File: src/rtl/pipe_defs.sv
// rtl/pipe_defs.sv - shared encodings and scoreboard slot type for the pipeline hazard unit
package pipe_defs;

  localparam int REG_W = 5;

  localparam logic [1:0] FWD_RF  = 2'b00;
  localparam logic [1:0] FWD_EX  = 2'b01;
  localparam logic [1:0] FWD_MEM = 2'b10;
  localparam logic [1:0] FWD_WB  = 2'b11;

  localparam logic [1:0] WB_MEM = 2'b10;

  typedef struct packed {
    logic             v;
    logic [REG_W-1:0] rd;
    logic             we;
    logic             ld;
  } slot_t;

  typedef enum logic {
    ST_IDLE    = 1'b0,
    ST_BR_WAIT = 1'b1
  } br_state_e;

  // x0 is hardwired zero, so it can never be a real producer.
  function automatic logic slot_match(input slot_t s, input logic [REG_W-1:0] r, input logic re);
    return s.v & s.we & (s.rd == r) & (r != '0) & re;
  endfunction

endpackage

File: src/rtl/hazard_slot_pipe.sv
// rtl/hazard_slot_pipe.sv - 3-deep EX/MEM/WB destination scoreboard with bubble insert
module hazard_slot_pipe
  import pipe_defs::*;
(
  input  logic  clk,
  input  logic  rst,
  input  logic  issue,
  input  slot_t id_slot,
  output slot_t ex_slot,
  output slot_t mem_slot,
  output slot_t wb_slot
);

  always_ff @(posedge clk) begin
    if (rst) begin
      ex_slot  <= '0;
      mem_slot <= '0;
      wb_slot  <= '0;
    end else begin
      wb_slot  <= mem_slot;
      mem_slot <= ex_slot;
      ex_slot  <= issue ? id_slot : '0;
    end
  end

endmodule

File: src/rtl/pipe_hazard_unit.sv
// rtl/pipe_hazard_unit.sv - forward select, load-use stall and branch fetch-hold control for the RV32 pipe
module pipe_hazard_unit
  import pipe_defs::*;
#(
  parameter int FWD_EN          = 1,
  parameter int BR_STALL_CYCLES = 2
) (
  input  logic             cpu_clk,
  input  logic             cpu_rst,
  input  logic             id_valid,
  input  logic [REG_W-1:0] id_rs1,
  input  logic [REG_W-1:0] id_rs2,
  input  logic             id_rD1_re,
  input  logic             id_rD2_re,
  input  logic [REG_W-1:0] id_rd,
  input  logic             id_reg_we,
  input  logic [1:0]       id_reg_write,
  input  logic             id_branch,
  output logic             stall_pc,
  output logic             stall_ifid,
  output logic             flush_ifid,
  output logic             bubble_idex,
  output logic [1:0]       fwd_a_sel,
  output logic [1:0]       fwd_b_sel
);

  localparam logic [2:0] BR_CNT_INIT = 3'(BR_STALL_CYCLES - 1);

  slot_t     id_slot, ex_slot, mem_slot, wb_slot;
  logic      issue, data_stall, stall_raw, br_take;
  logic      ma_ex, ma_mem, ma_wb, mb_ex, mb_mem, mb_wb;
  logic [1:0] fwd_a_raw, fwd_b_raw;
  br_state_e state, state_nxt;
  logic [2:0] cnt, cnt_nxt;
  logic      unused_ld;

  assign id_slot = '{v: 1'b1, rd: id_rd, we: id_reg_we, ld: (id_reg_write == WB_MEM)};
  assign issue   = id_valid & ~data_stall;

  hazard_slot_pipe u_slots (
    .clk      (cpu_clk),
    .rst      (cpu_rst),
    .issue    (issue),
    .id_slot  (id_slot),
    .ex_slot  (ex_slot),
    .mem_slot (mem_slot),
    .wb_slot  (wb_slot)
  );

  // Load flags only matter in EX; older slots already have their data.
  assign unused_ld = &{1'b0, mem_slot.ld, wb_slot.ld};

  assign ma_ex  = slot_match(ex_slot,  id_rs1, id_rD1_re);
  assign ma_mem = slot_match(mem_slot, id_rs1, id_rD1_re);
  assign ma_wb  = slot_match(wb_slot,  id_rs1, id_rD1_re);
  assign mb_ex  = slot_match(ex_slot,  id_rs2, id_rD2_re);
  assign mb_mem = slot_match(mem_slot, id_rs2, id_rD2_re);
  assign mb_wb  = slot_match(wb_slot,  id_rs2, id_rD2_re);

  always_comb begin
    fwd_a_raw = FWD_RF;
    fwd_b_raw = FWD_RF;
    stall_raw = 1'b0;
    if (FWD_EN != 0) begin
      if (ma_ex)       fwd_a_raw = FWD_EX;
      else if (ma_mem) fwd_a_raw = FWD_MEM;
      else if (ma_wb)  fwd_a_raw = FWD_WB;
      if (mb_ex)       fwd_b_raw = FWD_EX;
      else if (mb_mem) fwd_b_raw = FWD_MEM;
      else if (mb_wb)  fwd_b_raw = FWD_WB;
      stall_raw = ex_slot.ld & (ma_ex | mb_ex);
    end else begin
      // RF write happens at the end of WB, so a WB producer is not yet readable.
      stall_raw = ma_ex | ma_mem | ma_wb | mb_ex | mb_mem | mb_wb;
    end
  end

  assign data_stall = id_valid & stall_raw;
  assign br_take    = (state == ST_IDLE) & id_valid & id_branch & ~data_stall;

  always_ff @(posedge cpu_clk) begin
    if (cpu_rst) begin
      state <= ST_IDLE;
      cnt   <= '0;
    end else begin
      state <= state_nxt;
      cnt   <= cnt_nxt;
    end
  end

  // The issue cycle is the first hold cycle; BR_WAIT covers the remaining ones.
  always_comb begin
    state_nxt = state;
    cnt_nxt   = cnt;
    case (state)
      ST_IDLE: begin
        if (br_take && (BR_CNT_INIT != 3'd0)) begin
          state_nxt = ST_BR_WAIT;
          cnt_nxt   = BR_CNT_INIT;
        end
      end
      ST_BR_WAIT: begin
        cnt_nxt = cnt - 3'd1;
        if (cnt <= 3'd1) begin
          state_nxt = ST_IDLE;
          cnt_nxt   = '0;
        end
      end
      default: begin
        state_nxt = ST_IDLE;
        cnt_nxt   = '0;
      end
    endcase
  end

  always_comb begin
    stall_pc    = 1'b0;
    stall_ifid  = 1'b0;
    flush_ifid  = 1'b0;
    bubble_idex = 1'b0;
    fwd_a_sel   = FWD_RF;
    fwd_b_sel   = FWD_RF;
    if (!cpu_rst) begin
      stall_pc    = data_stall | br_take | (state == ST_BR_WAIT);
      stall_ifid  = data_stall;
      flush_ifid  = ~data_stall & (br_take | (state == ST_BR_WAIT));
      bubble_idex = data_stall;
      fwd_a_sel   = fwd_a_raw;
      fwd_b_sel   = fwd_b_raw;
    end
  end

endmodule

File: config.mk
export PLATFORM = sky130hd
export DESIGN_NAME = pipe_hazard_unit
export DESIGN_NICKNAME = d
export VERILOG_FILES = /design/src/rtl/pipe_defs.sv /design/src/rtl/hazard_slot_pipe.sv /design/src/rtl/pipe_hazard_unit.sv
export SDC_FILE = /design/constraint.sdc
export NUM_CORES = 1
export LEC_CHECK = 0
export CAP_MARGIN = 40
export CORE_ASPECT_RATIO = 0.6
export CORE_UTILIZATION = 44
export CTS_CLUSTER_SIZE = 12
export DETAILED_ROUTE_END_ITERATION = 16
export GPL_ROUTABILITY_DRIVEN = 1
export PLACE_DENSITY = 0.75
export REMOVE_ABC_BUFFERS = 1
export SYNTH_ARGS = -nofsm -noshare
export SYNTH_HDL_FRONTEND = slang
export SYNTH_SLANG_ARGS = --single-unit
File: constraint.sdc
create_clock -name cpu_clk -period 2.37 [get_ports cpu_clk]
set_clock_uncertainty 0.1 [all_clocks]
set_input_delay 0.474 -clock cpu_clk [delete_from_list [all_inputs] [get_ports cpu_clk]]
set_output_delay 0.474 -clock cpu_clk [all_outputs]
set_load 0.02 [all_outputs]
==> results of run 1 <==
Yosys cell counts (3+ instances only):
cell type	number
dfxtp_1	26
xor2_1	4
nor4_1	3
nand3_1	3
nor2_1	11
xnor2_1	26
or4_1	3
a21oi_1	5
nor2b_1	15
inv_1	3
nand2_1	13
nand4_1	6
where the power goes:
part / internal [µW] / switching (µW) / leakage (µW)
combinational: 112 / 87.6 / 0.000607
sequential: 451 / 17.6 / 0.000215
clock: 226 / 151 / 0.0000357
total: 788 / 257 / 0.000858
layer usage:
metal  global-route usage  vias to the layer above
met5                    0                        -
met4                0.123                        0
met3               0.0714                       18
met2                0.462                       69
met1                0.328                      674
li1                     -                      631
worst max-delay path by stage:
stage / from / slack [ps] / endpoint / cells after the start
after global routing: id_rs2[0] / -230 / fwd_b_sel[1] / 8
after floorplan: id_rs1[2] / -30 / flush_ifid / 5
final: id_rs2[0] / -180 / fwd_b_sel[1] / 8
after CTS: id_rs1[1] / -110 / flush_ifid / 7
after global placement: id_rs1[4] / -950 / flush_ifid / 7
after detailed placement: id_rs1[2] / -1010 / stall_ifid / 8
cell families after synthesis:
kind of cell | synth area share
fa+ha+maj | 0.0183
simple gates | 0.259
xor+xnor | 0.193
flops | 0.382
buf+inv | 0.0303
compound gates | 0.118
placed cells by master (no fill, tap or decap), drive strengths merged:
cell	synthesis	layout
nor3b	1	1
ha	2	2
a31o	1	1
dlygate4sd2	0	2
buf	3	49
nor4	3	3
o31a	1	1
o21ba	1	1
xor2	4	4
nor2	11	11
and3	1	1
o21a	1	1
nand2b	2	2
clkbuf	2	3
inv	3	3
clkdlybuf4s50	0	11
a311oi	1	1
o211a	1	1
nand4	6	6
a211oi	2	2
a21oi	5	5
or4	3	3
nor2b	15	15
or3	2	2
o31ai	1	1
nor3	1	1
a21boi	1	1
nand3	3	3
and2	1	1
dfxtp	26	26
o21ai	4	4
xnor2	26	26
o2bb2ai	1	1
nand2	13	13
nor4b	1	1
bufinv	0	1
worst max-delay path, delay by kind of cell:
kind | cells | cell delay [ps]
and+or+nand+nor | 4 | 1000
buffers and inverters | 3 | 380
xor gates and xnor gates | 1 | 120
timing repair:
| action | CTS | global route |
|---|---|---|
| resized for setup | 116 | 11 |
| endpoints found under the setup margin | 8 | 8 |
| setup buffers | 2 | 2 |
| pin swaps | 18 | 11 |
flip-flops by register name (all words and copies together) (netlist names):
register,count
u_slots.ex_slot,8
u_slots.mem_slot,7
u_slots.wb_slot,7
cnt,3
state,1
final cells by class:
type                       instances  share of cell area
multi-input combinational        115               0.436
timing repair buffer              62               0.251
sequential                        26               0.249
tap                               42              0.0247
clock buffer                       3              0.0194
clock inverter                     1              0.0141
inverter                           3             0.00529
through the flow:
step | power [µW] | setup slack [ps] | instances | util
2_1_floorplan | 537 | -28.1 | 144 | -
3_3_place_gp | 636 | -954 | 244 | 0.653
3_5_place_dp | 644 | -1010 | 244 | 0.653
4_1_cts | 1020 | -108 | 250 | 0.708
5_1_grt | 1070 | -232 | 252 | 0.732
6_report | 1040 | -182 | 252 | 0.732
==> summary.md, run 1 <==
| Metric | Value |
|---|---|
| Crit path DAT | 1980 ps |
| Cell Area, Synth | 0.00136 mm² |
| Final setup fails | 8 |
| Final Hold Fails | 0 |
| Startpoint Class | input pin |
| Vias in the first global route | 1,388 |
| Hold Startpoint | u_slots.mem_slot[7] |
| IO Count | 32 |
| Inserted Diodes | 0 |
| DR WL/cell | 18.0 µm |
| Initial antenna violation count | 0 |
| Worst r2r src | u_slots.ex_slot[5] |
| Hold_ws | 368 ps |
| Post-route cell area | 0.00213 mm² |
| Fin crit period | 2550 ps |
| Synth Register Bits | 26 |
| Nets | 237 |
| CTS sink cnt | 26 |
| Total grt overflow | 0 |
| Setup tns final | -1090 ps |
| Unrepaired setup endpoints after global routing | true |
| DR iter-0 viols | 148 |
| Hold_buf cts | 0 |
| Max-slew headroom | 0.596 |
| Synth async-reset ratio | 0 |
| Max incr delay on CP | 580 ps |
| Number of distinct library cells after synthesis | 37 |
| Area share of the largest cell type after synthesis | 0.382 |
| Die width | 73.9 µm |
| Num CTS Buffers | 3 |
| Die area | 0.00333 mm² |
| Maximum vdd drop | 319 µV |
| Clock Path Buffers | 2 |
| CTS root buffer | clkbuf_8 |
| Setup crit end kind | output port |
| Dominant cells by area after synthesis | dfxtp_1, xnor2_1, nor2b_1 |
| Ys Warns | 0 |
| DRT met1 WL | 1.90 mm |
| DRC Markers | 0 |
| Top sig layer | met4 |
| Cell Area, Placed | 0.00190 mm² |
| Core ar. | 0.00291 mm² |
| GR Util All Layers | 0.272 |
| # port buffers | 31 |
| MaxCap Viol Count | 0 |
| Reg2Reg Depth | 7 |
| Sequential cell area | 531 µm² |
| Slowest cell on the critical path | or4_1 |
| Min-Delay Endpoint | u_slots.wb_slot[7] |
| P per Cell Area | 491 mW/mm² |
| Reg-to-Reg End | cnt[1] |
| EDFF count, synth | 0 |
| Leakage | 0.000858 µW |
| DRT antenna net count | 0 |
| Htree depth | 1 |
| Critical path class | in2out |
| Cell Chain, Critical Path | buf_2 -> buf_6 -> xnor2_2 -> nand4_1 -> or4_1 -> nand2b_1 -> and3_4 -> buf_6 |
| Via count | 1,392 |
| DRT Pass-1 Iters | 4 |
| FP Rows | 15 |
| Reg-to-reg slack, setup | 430 ps |
| Failing checks | negative setup slack |
| WL met3 | 279 µm |
| Layout cell share with drive strength beyond 1 | 0.405 |
| Worst skew pair latency | 280 ps |
| Achievable frequency | 392 MHz |
| Met2 wire len | 2.21 mm |
| FILL cells | 200 |
| Global-route wire length before repair | 6.53 mm |
| Post-synthesis sequential area ratio | 0.382 |
| Clock Pin Slew Worst Setup and Hold Paths | 100 ps |
| P&R area growth vs syn | 56.1% |
| Hold path cells | 1 |
| Status | complete, but fails checks |
| Worst-margin pin slew | 599 ps |
| Max FO, Critical Path | 3 |
| Initial Util | 0.469 |
| Hold WC Path Type | reg2reg |
| Y dimension of the die | 45.1 µm |
| Mean Syn Cell Area | 9.15 µm² |
| Hpwl dp | 2.96 mm |
| Multi-input logic area | 928 µm² |
| Slew Limit Fails | 0 |
| Routed wire length | 4.54 mm |
| WP data required | 1800 ps |
| Synth Flop Type | dfxtp_1 |
| Synth area leader | dfxtp_1 |
| Clock tree from TritonCTS | done |
| Crit-path most repeated cell | buf_6 |
| Vias per cell | 5.52 |
| Pin count of the biggest net entering global routing | 16 |
| Setup ws final | -182 ps |
| Global placer's final weighted congestion | 0.896 |
| Cells after synthesis | 149 |
| Period utilization | 1.08 |
Note: power is estimated with default switching activity, not from simulation.
==> run 2, diff against run 1 <==
--- a/config.mk
+++ b/config.mk
@@ -5,7 +5,6 @@
 export SDC_FILE = /design/constraint.sdc
 export NUM_CORES = 1
 export LEC_CHECK = 0
-export CAP_MARGIN = 40
 export CORE_ASPECT_RATIO = 0.6
 export CORE_UTILIZATION = 44
 export CTS_CLUSTER_SIZE = 12
==> results of run 2 <==
No change in the layout: final DEF, timing and power equal those of run 1.
